`config.mk`:
```
export PLATFORM = sky130hd
export DESIGN_NAME = fetch_unit
export DESIGN_NICKNAME = d
export VERILOG_FILES = /design/src/rtl/fetch_unit.sv
export SDC_FILE = /design/constraint.sdc
export NUM_CORES = 1
export LEC_CHECK = 0
export ABC_AREA = 1
export CORE_MARGIN = 1
export CORE_UTILIZATION = 44
export CTS_CLUSTER_DIAMETER = 60
export DETAILED_ROUTE_END_ITERATION = 12
export GPL_TIMING_DRIVEN = 0
export PLACE_DENSITY_LB_ADDON = 0.1
export SLEW_MARGIN = 15
export SYNTH_ARGS = -nofsm -noshare
export SYNTH_HDL_FRONTEND = slang
export SYNTH_SLANG_ARGS = --single-unit
```
`constraint.sdc`:
```
create_clock -name clk -period 1.9 [get_ports clk]
set_input_delay 0.285 -clock clk [delete_from_list [all_inputs] [get_ports clk]]
set_output_delay 0.285 -clock clk [all_outputs]
set_load 0.03 [all_outputs]
```
`src/rtl/fetch_unit.sv`:
```
// -----------------------------------------------------------------------------
// fetch_unit
//
// Single-outstanding instruction fetch stage. It sends one request to
// instruction memory, waits for the word, and holds it registered toward
// decode until decode takes it. Redirects (taken branch or flush) replace the
// pc. Any response already in flight for the old pc is dropped.
//
// Ports
//   clk, rst_n          rising-edge clock, asynchronous active-low reset
//   imem_req_valid      request valid (high exactly while in FETCH)
//   imem_req_ready      memory accepts the request this cycle
//   imem_addr           request address, always equal to pc
//   imem_rsp_valid      instruction word present (only sampled in WAIT)
//   imem_rsp_data       instruction word
//   redirect_valid      replace pc with redirect_pc (word aligned)
//   redirect_pc         new fetch target
//   id_ready            decode accepts the held instruction
//   id_valid            held instruction valid
//   id_pc, id_instr     address and word of the held instruction
//   opcode .. rs2       registered decode fields of id_instr
//   dbg_state           current FSM state (IDLE=0, FETCH=1, WAIT=2, HOLD=3)
//
// Handshake semantics (both the imem request and the decode output):
//   a transfer happens on a rising edge where valid && ready are both high.
//   valid never depends combinationally on ready. While valid is high and
//   ready is low, the payload (address / id_* outputs) stays stable. A
//   redirect is the only event allowed to withdraw a pending id_valid.
// -----------------------------------------------------------------------------
module fetch_unit #(
    parameter logic [31:0] RESET_PC = 32'h0000_0000
) (
    input  logic        clk,
    input  logic        rst_n,

    output logic        imem_req_valid,
    input  logic        imem_req_ready,
    output logic [31:0] imem_addr,
    input  logic        imem_rsp_valid,
    input  logic [31:0] imem_rsp_data,

    input  logic        redirect_valid,
    input  logic [31:0] redirect_pc,

    input  logic        id_ready,
    output logic        id_valid,
    output logic [31:0] id_pc,
    output logic [31:0] id_instr,
    output logic [6:0]  opcode,
    output logic [2:0]  funct3,
    output logic [6:0]  funct7,
    output logic [4:0]  rd,
    output logic [4:0]  rs1,
    output logic [4:0]  rs2,

    output logic [1:0]  dbg_state
);

    typedef enum logic [1:0] {
        IDLE  = 2'd0,
        FETCH = 2'd1,
        WAIT  = 2'd2,
        HOLD  = 2'd3
    } state_t;

    state_t      state;
    logic [31:0] pc;
    // Set when the response now in flight belongs to a pc that has since
    // been redirected away. That response must be dropped on arrival.
    logic        kill;

    logic [31:0] redirect_target;
    logic [31:0] pc_plus4;
    logic        unused_redirect_low;

    // Redirect targets are forced to word alignment. The low bits are
    // deliberately discarded.
    assign redirect_target     = {redirect_pc[31:2], 2'b00};
    assign unused_redirect_low = ^redirect_pc[1:0];

    // Wraps modulo 2^32 by construction (32-bit result).
    assign pc_plus4 = pc + 32'd4;

    assign imem_req_valid = (state == FETCH);
    assign imem_addr      = pc;
    assign dbg_state      = state;

    always_ff @(posedge clk or negedge rst_n) begin
        if (!rst_n) begin
            state    <= IDLE;
            pc       <= RESET_PC;
            kill     <= 1'b0;
            id_valid <= 1'b0;
            id_pc    <= 32'h0;
            id_instr <= 32'h0;
            opcode   <= 7'h0;
            funct3   <= 3'h0;
            funct7   <= 7'h0;
            rd       <= 5'h0;
            rs1      <= 5'h0;
            rs2      <= 5'h0;
        end else begin
            case (state)
                // One idle cycle after reset, then start fetching. Redirects
                // are not honoured here.
                IDLE: begin
                    state <= FETCH;
                end

                FETCH: begin
                    if (redirect_valid) begin
                        pc <= redirect_target;
                    end
                    if (imem_req_ready) begin
                        state <= WAIT;
                        // The accepted request carried the old pc. If a
                        // redirect arrived in the same cycle, its response is
                        // stale.
                        kill  <= redirect_valid;
                    end
                end

                WAIT: begin
                    if (redirect_valid) begin
                        pc <= redirect_target;
                        if (imem_rsp_valid) begin
                            // The response arrives with the redirect. Drop it
                            // and refetch right away. Nothing is left in
                            // flight, so kill is clear.
                            state <= FETCH;
                            kill  <= 1'b0;
                        end else begin
                            kill  <= 1'b1;
                        end
                    end else if (imem_rsp_valid) begin
                        if (kill) begin
                            kill  <= 1'b0;
                            state <= FETCH;
                        end else begin
                            id_valid <= 1'b1;
                            id_pc    <= pc;
                            id_instr <= imem_rsp_data;
                            opcode   <= imem_rsp_data[6:0];
                            funct3   <= imem_rsp_data[14:12];
                            funct7   <= imem_rsp_data[31:25];
                            rd       <= imem_rsp_data[11:7];
                            rs1      <= imem_rsp_data[19:15];
                            rs2      <= imem_rsp_data[24:20];
                            pc       <= pc_plus4;
                            state    <= HOLD;
                        end
                    end
                end

                HOLD: begin
                    // A redirect withdraws the held instruction whether or not
                    // decode takes it in the same cycle. Either way the next
                    // fetch is at the redirect target.
                    if (redirect_valid) begin
                        pc       <= redirect_target;
                        id_valid <= 1'b0;
                        state    <= FETCH;
                    end else if (id_ready) begin
                        id_valid <= 1'b0;
                        state    <= FETCH;
                    end
                end

                default: begin
                    state <= IDLE;
                end
            endcase
        end
    end

endmodule
```
==> reports/results.ini, run 1 <==
[sta]
hold_viol_final = 0
slew_viol_final = 0
setup_slack_ns = 0.0753
max_freq_ghz = 0.548
fin_crit_sh_pct = 96.0
hold_slack_ns = 0.392
fin_setup_tns_ns = 0
fin_crit_ns = 1.82
clock_skew_ns = 0.00836
finalSetupViolations = 0

[global_route]
antenna_found_initial = 0
grt_max_degree = 74
grt_pass1_wl_mm = 24.0
grt_pass1_vias = 4632
grt.total_usage_pct = 26.3
grt_overflow_total = 0

[status]
status = completed

[floorplan]
ios = 202
fp.dieH_um = 110
rows = 39
dieWidth_um = 110
core-area_mm2 = 0.0114
start_util_pct = 45.1
dieArea_mm2 = 0.0121

[logic_synthesis]
syn_avg_cell_area_um2 = 8.04
yosysWarnings = 0
ys_top_cells_by_area = dfrtp_1 47%, nand2_1 13%, mux2_1 7.7%
yosysUniqueCellTypes = 31
yosysTopAreaCell = dfrtp_1
postSynthCellCount = 637
synthesis.area_mm2 = 0.00512
ys_seq_area_share_pct = 46.9
yosysTopAreaCellShare_pct = 46.9
ys_seq_elements = 96

[detailed_routing]
route.detailed.drc = 0
drt_iter0_drc = 225
viasPerCell = 4.94
ant_nets = 0
vias = 4913
post_drt_wl_per_cell_um = 15.6
wl_mm = 15.5
first_pass_iters = 5

[clock_tree]
clkSinkCount = 96
clk_latency_ns = 0.34
clockBufferDepth = 2
cts_made_buffers = 9
cts_tree = yes
ctsRootBufferMaster = clkbuf_16
cts_htree_levels = 3
clk_pin_slew_ns = 0.07

[setup_path]
crit_family = buffers and inverters
crit_arrival_ns = 1.54
end_kind = output pin
crit_type = flip-flop to output pin
max_stage_delay_ns = 0.72
crit_buf_inv = 1
crit_fanout = 6
cp_cell_sequence = clkdlybuf4s50_1
startpoint_type = flip-flop
worst_path_max_delay_cell = clkdlybuf4s50_1
cp.required_ns = 1.62

[power]
pwr_density_cell_mw_per_mm2 = 1780
power_switching_mw = 6.41
leakagePower_nw = 3.45
p_sw_share_pct = 47.2
sequentialPowerShare_pct = 28.2
intPower_mw = 7.19
vdd_drop_max_mv = 0.995
p_comb_share_pct = 59.7
p_clk_share_pct = 12.1

[placed_design]
dp_hpwl_mm = 11.8
numPortBuffers = 195
dp_slack_ns = -0.129
place.gp.congestion = 0.870
dp.cells = 979

[layout]
multi_input_area_mm2 = 0.00221
area_growth_pct = 48.8
final_cell_count_no_fill = 995
fillers = 957
final-seq-area_mm2 = 0.00240
n_antenna_cell = 0
fin_nets = 923
layout-drive-gt1-share_pct = 10.2

[min_path]
worstHoldPathType = input pin to async pin

[flow_run]
drv_cap = 0

==> flip-flops by register name, indices dropped and copies added (netlist names) <==
| signal | count |
|---|---|
| id_instr | 31 |
| id_pc | 30 |
| imem_addr | 30 |
| dbg_state | 2 |
| funct7 | 1 |
| id_valid | 1 |
| kill | 1 |
==> metal layers <==
metal	wire length, um	vias to the layer above	track usage (%)
li1	-	2420	-
met1	6770	2298	34.7
met2	7450	182	44.5
met3	1150	13	5.22
met4	164	0	5.81
met5	0	-	0
==> cell type report <==
type,instances,area share (%)
buffer,57,5.38
clock buffer,11,3.05
clock inverter,3,0.279
inverter,47,2.31
multi-input combinational,440,28.9
sequential,96,31.5
tap,143,2.35
timing repair buffer,198,26.2
==> path summary, 6_finish.rpt <==
kind,startpoint,cells after the start,end,slack [ns]
max,imem_addr[24]$_DFFE_PN0P_,1,imem_addr[24],0.08
min in group clk,id_pc[30]$_DFFE_PN0P_,2,id_pc[30]$_DFFE_PN0P_,0.48
min reg2reg,id_pc[30]$_DFFE_PN0P_,2,id_pc[30]$_DFFE_PN0P_,0.48
min,rst_n,2,id_pc[21]$_DFFE_PN0P_,0.39
max reg2reg,dbg_state[0]$_DFFE_PN0P_,9,imem_addr[10]$_DFFE_PN0P_,0.09
max in group asynchronous,rst_n,3,imem_addr[4]$_DFFE_PN0P_,0.87
==> cells in the final DEF, fill, tap and decap left out, drive strengths merged <==
master         instances
a21oi                  8
a22oi                  1
a31oi                  1
a32o                   1
buf                   56
clkbuf                15
clkdlybuf4s50        193
clkinv                 3
clkinvlp               1
conb                   4
dfrtp                 96
dlygate4sd2            1
dlygate4sd3            1
ha                     4
inv                   46
mux2                  35
nand2                178
nand3                 35
nand3b                 1
nand4                  2
nor2                 103
o2111ai                1
o21ai                 57
o22ai                  1
o31ai                  1
or2                    1
xnor2                  1
xor2                   5
==> power groups by stage <==
| stage | Clock, mW | Combinational [mW] | Sequential (mW) |
|---|---|---|---|
| floorplan | 0 | 3.13 | 5.37 |
| global placement | 0 | 7.90 | 3.80 |
| detailed placement | 0 | 8.01 | 3.85 |
| CTS | 1.66 | 8.04 | 3.82 |
| global route | 1.75 | 8.71 | 3.96 |
| finish | 1.64 | 8.12 | 3.83 |
==> synth_stat cells <==
library cell and n:
a21oi_1 8, a22oi_1 1, a31oi_1 1, a32o_1 1, buf_2 11, buf_4 42, clkbuf_1 4, clkinv_1 1
conb_1 1, dfrtp_1 96, ha_1 4, inv_1 44, inv_2 2, mux2_1 35, nand2_1 175, nand2_2 3
nand3_1 35, nand3b_1 1, nand4_1 2, nor2_1 99, nor2_2 2, nor2_4 2, o2111ai_1 1, o21ai_0 50
o21ai_1 6, o21ai_2 1, o22ai_1 1, o31ai_1 1, or2_2 1, xnor2_1 1, xor2_1 5
==> logic make-up after synthesis <==
| logic type | Yosys count | share of synthesized area [%] |
|---|---|---|
| AO/OA/AOI/OAI | 71 | 7.33 |
| adder cells (fa/ha/maj) | 4 | 0.977 |
| XOR/XNOR | 6 | 1.03 |
| other | 1 | 0.0732 |
| flip-flops | 96 | 46.9 |
| multiplexers | 35 | 7.69 |
| AND/OR/NAND/NOR | 320 | 25.1 |
| buffers and inverters | 104 | 11.0 |
==> stage by stage <==
step | util (%) | power [mW] | instance area [um^2]
6_report | 67.1 | 13.6 | 7630
5_1_grt | 67.1 | 14.4 | 7630
4_1_cts | 66.5 | 13.5 | 7560
3_5_place_dp | 64.2 | 11.9 | 7290
3_3_place_gp | 63.9 | 11.7 | 7270
2_1_floorplan | - | 8.50 | 5130
==> timing repair <==
action | CTS | global route
endpoints found under the setup margin | 3 | 87
pin swaps | 0 | 2
hold endpoints to repair | 23 | 0
hold buffers | 1 | 0
gates resized for setup | 3 | 24
gates cloned | 0 | 0
buffers inserted | 0 | 1
No activity file was read; power rests on OpenSTA's default activity.
==> inputs of run 2 (changes only) <==
--- a/config.mk
+++ b/config.mk
@@ -7,7 +7,7 @@
 export LEC_CHECK = 0
 export ABC_AREA = 1
 export CORE_MARGIN = 1
-export CORE_UTILIZATION = 44
+export CORE_UTILIZATION = 40
 export CTS_CLUSTER_DIAMETER = 60
 export DETAILED_ROUTE_END_ITERATION = 12
 export GPL_TIMING_DRIVEN = 0
==> constraint.sdc (replaced) <==
create_clock -name clk -period 1.5 [get_ports clk]
set_input_delay 0.225 -clock clk [delete_from_list [all_inputs] [get_ports clk]]
set_output_delay 0.225 -clock clk [all_outputs]
set_load 0.03 [all_outputs]
==> reports/results.ini, run 2 (synthesis gave the netlist of run 1 again) <==
[layout]
largest_register_ffs = 31  ; unchanged
final_common_cell = nand2_1
n_antenna_cell = 0  ; unchanged
fin_util_pct = 67.2  ; +0.14 points
final_area_mm2 = 0.00824  ; +8.1%
multi_input_area_mm2 = 0.00250  ; +13%
fillers = 1073  ; +12%
layout-drive-gt1-share_pct = 21.4  ; +11 points
fin_nets = 943  ; +2.2%
final-seq-area_mm2 = 0.00241  ; +0.31%
mostFrequentLayoutCells = 172 x nand2_1, 118 x dlygate4sd2_1, 90 x dfrtp_1
final_cell_count_no_fill = 1042  ; +4.7%
regMostFlops = id_instr
area_growth_pct = 60.9

[sta]
hold_viol_final = 0  ; unchanged
finalSetupViolations = 88  ; +88
slew_viol_final = 0  ; unchanged
max_freq_ghz = 0.587
fin_crit_ns = 1.70
setup_slack_ns = -0.204  ; -0.280 ns
rsz0062_at_grt = yes
fin_crit_sh_pct = 114
clock_skew_ns = 0.00653  ; -0.00183 ns

[setup_path]
r2r_cells = 11  ; +2
startpoint_type = flip-flop
cp.required_ns = 1.73  ; +0.11 ns
ff2ff_setup_slack_ns = -0.20  ; -0.29 ns
crit_type = flip-flop to flip-flop
crit_fanout = 10  ; +4
r2r_start = dbg_state[0]$_DFFE_PN0P_
crit_arrival_ns = 1.94  ; +0.40 ns
startpoint = dbg_state[0]$_DFFE_PN0P_
end_kind = flip-flop

[placed_design]
numPortBuffers = 195  ; unchanged
placed_area_mm2 = 0.00756  ; +3.7%
place.gp.congestion = 0.927  ; +6.6%
dp_hpwl_mm = 12.2  ; +2.7%
dp.cells = 1004  ; +2.6%
dp_slack_ns = -0.415  ; -0.287 ns

[detailed_routing]
first_pass_iters = 5  ; unchanged
ant_nets = 0  ; unchanged
route.detailed.drc = 0  ; unchanged
viasPerCell = 4.91  ; -0.60%
wl_mm = 16.8  ; +8.1%
vias = 5114  ; +4.1%
drt_iter0_drc = 340  ; +51%
post_drt_wl_per_cell_um = 16.1  ; +3.3%

[power]
power_switching_mw = 8.50  ; +33%
p_comb_share_pct = 59.8  ; about the same
leakagePower_nw = 4.18  ; +21%
sequentialPowerShare_pct = 27.7  ; -0.5 points
p_clk_share_pct = 12.5  ; +0.4 points
p_sw_share_pct = 48.2  ; +1.1 points
intPower_mw = 9.12  ; +27%
power_mw = 17.6  ; +30%
vdd_drop_max_mv = 1.07  ; +7.9%
pwr_density_cell_mw_per_mm2 = 2140  ; +20%

[clock_tree]
clockBufferDepth = 2  ; unchanged
cts_tree = yes
clk_latency_ns = 0.35  ; about the same
cts_made_buffers = 9  ; unchanged
ctsRootBufferMaster = clkbuf_16
cts_htree_levels = 3  ; unchanged
clk_pin_slew_ns = 0.07  ; about the same
clkSinkCount = 96  ; unchanged

[floorplan]
start_util_pct = 41.8  ; -3.3 points
core-area_mm2 = 0.0123  ; +7.8%
fp.dieH_um = 115  ; +4.8%
dieWidth_um = 115  ; +4.8%
dieArea_mm2 = 0.0133  ; +9.8%
rows = 40  ; +2.6%
ios = 202  ; unchanged

[status]
status = finished, violations left
violations = setup timing

[global_route]
grt_max_degree = 71  ; -4.1%
grt_overflow_total = 0  ; unchanged
antenna_found_initial = 0  ; unchanged
grt.total_usage_pct = 25.8  ; -0.52 points
grt_pass1_vias = 4915  ; +6.1%
grt_pass1_wl_mm = 26.1  ; +8.8%

[flow_run]
drv_cap = 0  ; unchanged

[min_path]
worstHoldPathType = input pin to async pin

## run 2: cell types whose count changed in the layout (fill, tap and decap cells not counted), moves of 8 or more
cell / previous run / this run
buf_6: 4 / 12
clkdlybuf4s50_1: 193 / 66
dlygate4sd2_1: 1 / 118
mux2_1: 35 / 0
mux2_4: 0 / 35
nor2_1: 99 / 87
nor2_2: 0 / 11
o21ai_0: 48 / 26
o21ai_1: 8 / 28
## run 2: metal layers
layer  up-vias  GRT usage [%]  part of all wire, %
li1       2469              -                    -
met5         -              0                    0
met1      2439           33.9                   44
met3        17           4.59                  6.4
met4         0           7.36                  1.4
met2       189           43.5                   48
## run 2: power groups by stage
| stage | registers [mW] | logic (mW) | clock network (mW) |
|---|---|---|---|
| 3_3_place_gp | 4.87 | 10.5 | 0 |
| 2_1_floorplan | 6.84 | 4.46 | 0 |
| 4_1_cts | 4.86 | 10.3 | 2.25 |
| 3_5_place_dp | 4.92 | 10.7 | 0 |
| 5_1_grt | 5.05 | 11.3 | 2.37 |
| 6_report | 4.88 | 10.5 | 2.21 |
## run 2: layout make-up
cell class / count / share of cell area (%)
Clock buffer: 14 / 3.20
Timing Repair Buffer: 217 / 25.5
Clock inverter: 2 / 0.167
Buffer: 57 / 6.77
Inverter: 47 / 2.23
Sequential cell: 96 / 29.2
Tap cell: 168 / 2.55
Multi-Input combinational cell: 441 / 30.3
## run 2: worst max-delay path, cell delays in order (launching register included)
cell and delay [ns]:
dfrtp_2 0.46, ha_4 0.20, nor2_4 0.14, inv_2 0.08
nor2_4 0.10, buf_12 0.16, inv_2 0.07, buf_6 0.15
nand2_1 0.06, o21ai_1 0.05, nand2_1 0.06, o21ai_1 0.05
## run 2: path summary, 6_finish.rpt
path / to
hold reg to reg: id_pc[30]$_DFFE_PN0P_
setup reg to reg: imem_addr[4]$_DFFE_PN0P_
max in group asynchronous: dbg_state[1]$_DFFE_PN0P_
setup / recovery: imem_addr[4]$_DFFE_PN0P_
hold / removal: id_instr[19]$_DFFE_PN0P_
min in group clk: imem_addr[3]$_DFFE_PN0P_
## run 2: repair_timing
| item | CTS | global route |
|---|---|---|
| pin swaps | 4 | 5 |
| gates cloned | 3 | 4 |
| gates resized for setup | 203 | 41 |
| setup buffers | 6 | 8 |
| hold endpoints to repair | 26 | 0 |
| setup endpoints to repair | 220 | 103 |
| hold buffers | 1 | 0 |
## run 2: through the flow
step	setup TNS, ns	hold WS (ns)
global placement	-369.65	0.468
CTS	-5.83	0.320
global route	-18.85	0.348
detailed placement	-31.43	0.110
floorplan	-4.84	-0.0706
finish	-12.15	0.315
